$ cat src/rtl/mem_arbiter.sv
// mem_arbiter
// Shares one main-memory interface between the I-cache and D-cache
// refill/writeback paths. Requests are accepted one at a time. The
// sequencer then runs the command phase, followed by either the write-data
// phase or the read-response phase, and routes read beats back to the
// owning cache. When both caches request in the same cycle, the one not
// granted last time wins.
//
// Ports
//   clk, reset                      clock, synchronous active-high reset
//   {ic,dc}_req_valid/ready/rw/addr block request handshake (rw=1 write)
//   {ic,dc}_wdata_valid/ready/wdata/wmask  write beats from the caches
//   {ic,dc}_resp_valid/data         read beats to the caches
//   mem_req_valid/ready/rw/addr     command toward memory
//   mem_req_data_valid/ready/bits/mask  write beats toward memory
//   mem_resp_valid/data             read beats from memory
//   busy                            high whenever a transfer is in progress
module mem_arbiter #(
    parameter int ADDR_WIDTH = 28,
    parameter int DATA_WIDTH = 128,
    parameter int BEATS      = 4
) (
    input  logic                    clk,
    input  logic                    reset,
    input  logic                    ic_req_valid,
    output logic                    ic_req_ready,
    input  logic                    ic_req_rw,
    input  logic [ADDR_WIDTH-1:0]   ic_req_addr,
    input  logic                    ic_wdata_valid,
    output logic                    ic_wdata_ready,
    input  logic [DATA_WIDTH-1:0]   ic_wdata,
    input  logic [DATA_WIDTH/8-1:0] ic_wmask,
    output logic                    ic_resp_valid,
    output logic [DATA_WIDTH-1:0]   ic_resp_data,
    input  logic                    dc_req_valid,
    output logic                    dc_req_ready,
    input  logic                    dc_req_rw,
    input  logic [ADDR_WIDTH-1:0]   dc_req_addr,
    input  logic                    dc_wdata_valid,
    output logic                    dc_wdata_ready,
    input  logic [DATA_WIDTH-1:0]   dc_wdata,
    input  logic [DATA_WIDTH/8-1:0] dc_wmask,
    output logic                    dc_resp_valid,
    output logic [DATA_WIDTH-1:0]   dc_resp_data,
    output logic                    mem_req_valid,
    input  logic                    mem_req_ready,
    output logic                    mem_req_rw,
    output logic [ADDR_WIDTH-1:0]   mem_req_addr,
    output logic                    mem_req_data_valid,
    input  logic                    mem_req_data_ready,
    output logic [DATA_WIDTH-1:0]   mem_req_data_bits,
    output logic [DATA_WIDTH/8-1:0] mem_req_data_mask,
    input  logic                    mem_resp_valid,
    input  logic [DATA_WIDTH-1:0]   mem_resp_data,
    output logic                    busy
);

    localparam int CNT_W = (BEATS > 1) ? $clog2(BEATS) : 1;

    typedef enum logic [1:0] {IDLE, CMD, WDATA, RDATA} state_t;
    typedef enum logic {SRC_IC, SRC_DC} src_t;

    state_t           state;
    src_t             owner;
    src_t             last_grant;
    logic [CNT_W-1:0] cnt;

    logic grant_ic;
    logic grant_dc;
    logic last_beat;
    logic wr_fire;
    logic rd_fire;

    // On a tie, the requester that did not win last time is granted.
    always_comb begin
        grant_ic = ic_req_valid && (!dc_req_valid || last_grant == SRC_DC);
        grant_dc = dc_req_valid && (!ic_req_valid || last_grant == SRC_IC);
    end

    always_comb begin
        ic_req_ready       = !reset && state == IDLE && grant_ic;
        dc_req_ready       = !reset && state == IDLE && grant_dc;

        mem_req_valid      = state == CMD;
        mem_req_data_valid = state == WDATA &&
                             (owner == SRC_DC ? dc_wdata_valid : ic_wdata_valid);
        mem_req_data_bits  = (owner == SRC_DC) ? dc_wdata : ic_wdata;
        mem_req_data_mask  = (owner == SRC_DC) ? dc_wmask : ic_wmask;

        ic_wdata_ready     = state == WDATA && owner == SRC_IC && mem_req_data_ready;
        dc_wdata_ready     = state == WDATA && owner == SRC_DC && mem_req_data_ready;

        // A memory beat reaches only the owner, and only during RDATA.
        ic_resp_valid      = state == RDATA && owner == SRC_IC && mem_resp_valid;
        dc_resp_valid      = state == RDATA && owner == SRC_DC && mem_resp_valid;
        ic_resp_data       = mem_resp_data;
        dc_resp_data       = mem_resp_data;

        busy               = state != IDLE;

        last_beat          = cnt == CNT_W'(BEATS - 1);
        wr_fire            = mem_req_data_valid && mem_req_data_ready;
        rd_fire            = state == RDATA && mem_resp_valid;
    end

    always_ff @(posedge clk) begin
        if (reset) begin
            state        <= IDLE;
            owner        <= SRC_IC;
            last_grant   <= SRC_IC;
            cnt          <= '0;
            mem_req_rw   <= 1'b0;
            mem_req_addr <= '0;
        end else begin
            case (state)
                IDLE: begin
                    if (grant_dc) begin
                        owner        <= SRC_DC;
                        last_grant   <= SRC_DC;
                        mem_req_rw   <= dc_req_rw;
                        mem_req_addr <= dc_req_addr;
                        state        <= CMD;
                    end else if (grant_ic) begin
                        owner        <= SRC_IC;
                        last_grant   <= SRC_IC;
                        mem_req_rw   <= ic_req_rw;
                        mem_req_addr <= ic_req_addr;
                        state        <= CMD;
                    end
                end
                CMD: begin
                    if (mem_req_ready) begin
                        cnt   <= '0;
                        state <= mem_req_rw ? WDATA : RDATA;
                    end
                end
                WDATA: begin
                    if (wr_fire) begin
                        cnt <= last_beat ? '0 : cnt + 1'b1;
                        if (last_beat) state <= IDLE;
                    end
                end
                RDATA: begin
                    if (rd_fire) begin
                        cnt <= last_beat ? '0 : cnt + 1'b1;
                        if (last_beat) state <= IDLE;
                    end
                end
                default: state <= IDLE;
            endcase
        end
    end

endmodule

$ cat config.mk
export PLATFORM = sky130hd
export DESIGN_NAME = mem_arbiter
export DESIGN_NICKNAME = d
export VERILOG_FILES = /design/src/rtl/mem_arbiter.sv
export SDC_FILE = /design/constraint.sdc
export NUM_CORES = 1
export LEC_CHECK = 0
export BUFFER_PORTS_ARGS = -buffer_cell sky130_fd_sc_hd__buf_4
export CORE_AREA = 10 10 348 350
export CTS_BUF_LIST = sky130_fd_sc_hd__clkbuf_4 sky130_fd_sc_hd__clkbuf_8 sky130_fd_sc_hd__clkbuf_16
export CTS_CLUSTER_DIAMETER = 100
export CTS_CLUSTER_SIZE = 30
export DETAILED_ROUTE_END_ITERATION = 12
export DIE_AREA = 0 0 358 360
export PLACE_DENSITY = 0.3
export SYNTH_ARGS = -nofsm -noshare
export SYNTH_HDL_FRONTEND = slang
export SYNTH_SLANG_ARGS = --single-unit
$ cat constraint.sdc
create_clock -name clk -period 1.6 [get_ports clk]
set_input_delay 0.08 -clock clk [delete_from_list [all_inputs] [get_ports clk]]
set_output_delay 0.08 -clock clk [all_outputs]
set_load 0.02 [all_outputs]
==> flow_summary.yaml, run 1 <==
routing:
  wl_per_cell_um: 26.1
  vias: 5667
  antenna_left: 0
  drt_wl_total_mm: 63.4
  initialDrtViolationCount: 221
  via_per_inst: 2.34
  drc: 0
  firstDrtPassIters: 4
global_routing:
  grt_usage: 0.0906
  grt_max_degree: 33
  grt_pass1_wl_mm: 76.2
  antenna_found_initial: 9
  grt.overflow.total: 0
  first_global_vias: 6585
die:
  fp-row-count: 124
  design.portCount: 921
  initial_utilization: 0.0473
  dieHeight_um: 360
  die_w_um: 358
  core_um2: 114000
  die_area_um2: 129000
place:
  port_buffers: 536
  place.gp.congestion: 0.895
  dp.cells: 2390
  hpwlAfterDp_mm: 56.9
layout:
  nFillCells: 13200
  stdcell_count: 2424
  nets: 1389
  drive_gt1_frac: 0.872
  syn_to_final_growth_pct: 113
  fin_util: 0.101
synth:
  synth_seq_area_share: 0.126
  synthDistinctLibCells: 31
  synthCells: 599
  synth_area_um2: 5380
  syn-mean-instance-area_um2: 8.98
  yosysWarnings: 0
  ys_ff_latch: 34
  synth_nets: 1083
sta:
  maxSlewViolCount: 0
  setup_viol_count_final: 121
  hold_violations: 0
  rsz0062_at_grt: "yes"
  fin_crit_sh: 1.08
  finalWorstSetupSlack_ps: -122
  slew_headroom: 0.635
  fmax_ghz: 0.581
  tns_ps: -6110
  worstMarginPinSlew_ps: 548
  hold_ws_ps: 30.8
  skew_ps: 12.7
  final.min_clock_period_ps: 1720
hold_path:
  worstHoldStart: "ic_req_valid"
  worstHoldPathType: "in2reg"
  worstHoldPathCells: 2
  holdPathEnd: "last_grant$_SDFFE_PP0P_"
critical_path:
  crit_buf_inv: 3
  path_class: "reg2out"
  end_kind: "primary output"
  reg2reg_setup_slack_ps: -10
  cp_top_family: "buffers and inverters"
  crit_path_cell_trace: "buf_16 > buf_12 > mux2_2 > buf_6"
  slowest_delay_ps: 430
  cp_slowest_cell: "dfxtp_4"
  reg2reg_to: "mem_req_addr[8]$_SDFFE_PP0P_"
  r2r.worst_path.cells: 7
  crit_required_ps: 1520
  rr_startpoint: "last_grant$_SDFFE_PP0P_"
  startpoint_type: "flop"
  arrival_ps: 1640
  worst-path-max-fanout: 11
clocking:
  numClockSinks: 34
  path_clk_slew_ps: 70
  postCtsHoldBufs: 0
  clk_latency_ps: 290
  cts_root_buf: "clkbuf_16"
  cts_buffers: 5
  cts_max_path_buffers: 2
  cts_max_level: 2
  cts_tree: "done"
flow_run:
  drv_cap: 0
outcome:
  violations: "negative setup slack"
  status: "finished with violations"
pwr:
  p_per_area_nw_per_um2: 710
  p_switching_uw: 3450
  leakage_uw: 0.00485
  swShare: 0.424
  pwr-share-clk: 0.129
  ir_drop_mv: 0.326
  p_seq_frac: 0.137
  internal_power_uw: 4680
  comb_power_share: 0.734
  finalPower_uw: 8130
==> routing by layer <==
metal	GRT usage	wire, µm	vias up
li1	-	-	2429
met1	0.100	24100	2620
met2	0.147	28800	579
met3	0.0592	9620	33
met4	0.0134	757	6
met5	0	35	-
==> cell type report <==
type                            instances  area, µm²  area share
Clock inverter                          2       12.5     0.00109
Inverter                                4       26.3     0.00229
Antenna cell                            6       15.0     0.00131
Tap cell                             1512       1890       0.165
Sequential cell                        34        686      0.0599
Multi-Input combinational cell        269       3310       0.289
Clock buffer                            6        139      0.0121
Timing Repair Buffer                  591       5370       0.469
==> worst reg2reg max path: stages (launching register included) <==
cell and delay, ps:
dfxtp_4 390, buf_12 170, a21boi_4 180, buf_12 190, buf_6 130, mux2i_1 170
buf_4 180, a211oi_2 70
==> stage by stage <==
step                      worst slack (ps)  cell area [µm²]
after floorplan                        131             5390
after global placement               -84.4             9540
after detailed placement             -92.4             9540
after CTS                             -232            11100
after global routing                  -198            11400
final                                 -122            11500
==> power groups by stage <==
stage	registers [µW]	clock network [µW]	logic, µW
2_1_floorplan	1230	0	2880
3_3_place_gp	1120	0	4810
3_5_place_dp	1120	0	4820
4_1_cts	1110	1120	5980
5_1_grt	1130	1130	6310
6_report	1110	1050	5960
==> cells in the mapped netlist (all sizes together) <==
cell type  instances  share of area
mux2i             31          0.058
nor2               5         0.0040
o211ai             1         0.0014
clkbuf            10         0.0070
nand2b             2         0.0023
o21ai              2         0.0019
inv                4         0.0028
dfxtp             34           0.13
and2               1         0.0012
buf              282           0.38
a21oi             31          0.029
nor3b              1         0.0014
a2111oi            1         0.0016
mux2             146           0.31
or2                1         0.0012
ha                 1         0.0023
nand2              2         0.0014
a311oi             1         0.0016
nor3               1        0.00093
a211oi            29          0.050
a2bb2oi            1         0.0016
nand3b             2         0.0028
nand3              2         0.0019
a21boi             1         0.0021
nor2b              6         0.0070
a31oi              1         0.0012
==> logic make-up after synthesis <==
| kind of cell | count (synthesis) | share of synthesized area |
|---|---|---|
| flip-flops | 34 | 0.126 |
| buffers and inverters | 296 | 0.394 |
| AND/OR/NAND/NOR | 23 | 0.0239 |
| AO/OA/AOI/OAI | 68 | 0.0900 |
| multiplexers | 177 | 0.363 |
| adder cells (fa/ha/maj) | 1 | 0.00232 |
==> worst max path at each step <==
stage	startpoint	endpoint	slack (ps)	depth (start not counted)
3_5_place_dp	last_grant$_SDFFE_PP0P_	mem_req_data_bits[20]	-90	4
6_report	last_grant$_SDFFE_PP0P_	mem_req_data_bits[89]	-120	4
3_3_place_gp	last_grant$_SDFFE_PP0P_	mem_req_data_bits[20]	-80	4
5_1_grt	last_grant$_SDFFE_PP0P_	mem_req_data_bits[89]	-200	4
2_1_floorplan	last_grant$_SDFFE_PP0P_	dc_req_ready	130	4
4_1_cts	last_grant$_SDFFE_PP0P_	mem_req_data_bits[24]	-230	5
==> placed cells by master (no fill, tap or decap), drive strengths merged <==
master and instances:
buf 590, mux2 146, dfxtp 34, a21oi 31
mux2i 31, a211oi 29, clkbuf 7, diode 6
nor2b 6, nor2 5, inv 3, clkinvlp 2
nand3b 2, nand3 2, o21ai 2, nand2b 2
nand2 2, a2111oi 1, a21boi 1, nor3b 1
or2 1, and2 1, a31oi 1, a311oi 1
a2bb2oi 1, o211ai 1, nor3 1, ha 1
clkinv 1
==> flip-flops by register name, indices dropped and copies added, names as in the netlist <==
| register | count |
|---|---|
| cnt | 2 |
| last_grant | 1 |
| mem_req_addr | 28 |
| mem_req_rw | 1 |
| state | 2 |
==> timing repair <==
item,CTS,global route
endpoints found under the hold margin,0,0
buffers inserted,16,4
gates resized for setup,285,74
pin swaps,3,11
cloned,6,1
endpoints found under the setup margin,120,178
(Power assumes the default switching activity.)
==> run 2, diff against run 1 <==
- GPL_TIMING_DRIVEN: not set -> 0
- MAX_ROUTING_LAYER: not set -> met4
==> flow_summary.yaml, run 2 (synthesized netlist as in run 1, its figures left out) <==
die:
  die_w_um: 358
  dieHeight_um: 360
  die_area_um2: 129000
  core_um2: 114000
  fp-row-count: 124
  initial_utilization: 0.0473
  design.portCount: 921
layout:
  nets: 1916
  top_register: "mem_req_addr"
  mostFrequentLayoutCells: "918 x buf_4, 128 x buf_6, 117 x mux2_4"
  mostFrequentLayoutCell: "buf_4"
  nFillCells: 13000
  biggestRegsByFlops: "mem_req_addr (28), cnt (2), state (2)"
  syn_to_final_growth_pct: 193
  drive_gt1_frac: 0.920
  final_area_um2: 15800
  largest_reg_flops: 28
  stdcell_count: 2969
outcome:
  violations: "negative setup slack"
  status: "finished with violations"
routing:
  initialDrtViolationCount: 213
  drt_wl_total_mm: 67.0
  firstDrtPassIters: 4
  via_per_inst: 2.51
  antenna_left: 0
  drc: 0
  vias: 7464
  wl_per_cell_um: 22.6
place:
  hpwlAfterDp_mm: 61.5
  dp_slack_ps: -1480
  placed_area_um2: 13200
  port_buffers: 792
  place.gp.congestion: 0.863
  dp.cells: 2903
critical_path:
  rr_startpoint: "last_grant$_SDFFE_PP0P_"
  reg2reg_setup_slack_ps: -120
  worst-path-max-fanout: 10
  critPathLaunch: "last_grant$_SDFFE_PP0P_"
  crit_required_ps: 1520
  reg2reg_to: "mem_req_addr[7]$_SDFFE_PP0P_"
  path_class: "reg2out"
  end_kind: "primary output"
  r2r.worst_path.cells: 7
  arrival_ps: 1740
  startpoint_type: "flop"
sta:
  hold_ws_ps: 46.6
  setup_viol_count_final: 173
  fin_crit_sh: 1.14
  worstMarginPinSlew_ps: 903
  hold_violations: 0
  maxSlewViolCount: 0
  rsz0062_at_grt: "yes"
  skew_ps: 6.14
  tns_ps: -23360
  final.min_clock_period_ps: 1820
  fmax_ghz: 0.551
  finalWorstSetupSlack_ps: -216
  slew_headroom: 0.398
clocking:
  cts_root_buf: "clkbuf_16"
  cts_max_level: 2
  cts_buffers: 5
  numClockSinks: 34
  cts_max_path_buffers: 2
  postCtsHoldBufs: 0
  cts_tree: "done"
  clk_latency_ps: 290
  path_clk_slew_ps: 60
hold_path:
  worstHoldPathType: "in2reg"
  holdPathEnd: "last_grant$_SDFFE_PP0P_"
  worstHoldStart: "ic_req_valid"
  worstHoldPathCells: 2
flow_run:
  drv_cap: 0
pwr:
  ir_drop_mv: 0.269
  p_per_area_nw_per_um2: 630
  leakage_uw: 0.00745
global_routing:
  grt_pass1_wl_mm: 82.5
  first_global_vias: 8307
  grt_usage: 0.0971
  grt_max_degree: 12
  grt.overflow.total: 0
  antenna_found_initial: 17
-- run 2: cell types whose count changed in the layout (fill, tap and decap cells not counted), moves of 4 or more --
cell,delta
buf_4,+489
a211oi_2,+4
buf_2,+4
clkbuf_16,+6
buf_8,+5
clkbuf_1,+7
mux2i_1,-7
a211oi_1,-4
diode_2,+18
buf_12,+13
mux2i_4,+5
-- run 2: timing repair --
action	4_1_cts	5_1_grt
pin swaps	15	18
resized for setup	374	99
endpoints found under the setup margin	185	182
gates cloned	5	5
setup buffers	25	8
-- run 2: power breakdown --
| group | total, µW | switching, µW | leakage (µW) | internal (µW) |
|---|---|---|---|---|
| clock network | 1050 | 430 | 0.0000730 | 618 |
| registers | 1090 | 98.3 | 0.000282 | 991 |
| logic | 7820 | 3760 | 0.00710 | 4060 |
| total | 9960 | 4290 | 0.00745 | 5670 |
-- run 2: worst max-delay path by stage --
stage	slack (ps)	endpoint	cells after the start
2_1_floorplan	130	dc_req_ready	4
3_3_place_gp	-1290	mem_req_data_bits[88]	5
3_5_place_dp	-1480	mem_req_data_bits[88]	5
4_1_cts	-300	mem_req_data_bits[126]	6
5_1_grt	-280	mem_req_data_mask[10]	6
6_report	-220	mem_req_data_bits[49]	5
-- run 2: layout make-up --
cell class / count / area [µm²] / area share
antenna: 24 / 60.1 / 0.00380
buffer: 287 / 2330 / 0.147
clock buffer: 6 / 139 / 0.00879
clock inverter: 2 / 12.5 / 0.000792
inverter: 4 / 20.0 / 0.00127
multi-input combinational: 269 / 3410 / 0.216
sequential: 34 / 682 / 0.0432
tap: 1512 / 1890 / 0.120
timing repair buffer: 831 / 7250 / 0.459
-- run 2: layer usage --
metal,global-route usage,routed length [µm],vias up,share of wire
met5,-,0,-,0
met1,0.0974,24200,3502,0.36
met3,0.0447,7470,18,0.11
li1,-,-,3518,-
met2,0.176,35000,426,0.52
met4,0.0104,399,0,0.0060
-- run 2: critical path, stage by stage (launching register included) --
cell and delay [ps]:
dfxtp_2 340, buf_12 150, clkbuf_16 270, buf_12 180, mux2_4 320, buf_6 130
-- run 2: metrics by stage --
step | power (µW) | util
after floorplan | 4110 | -
after global placement | 7440 | 0.116
after detailed placement | 7460 | 0.116
after CTS | 9930 | 0.134
after global routing | 10500 | 0.139
final | 9960 | 0.139
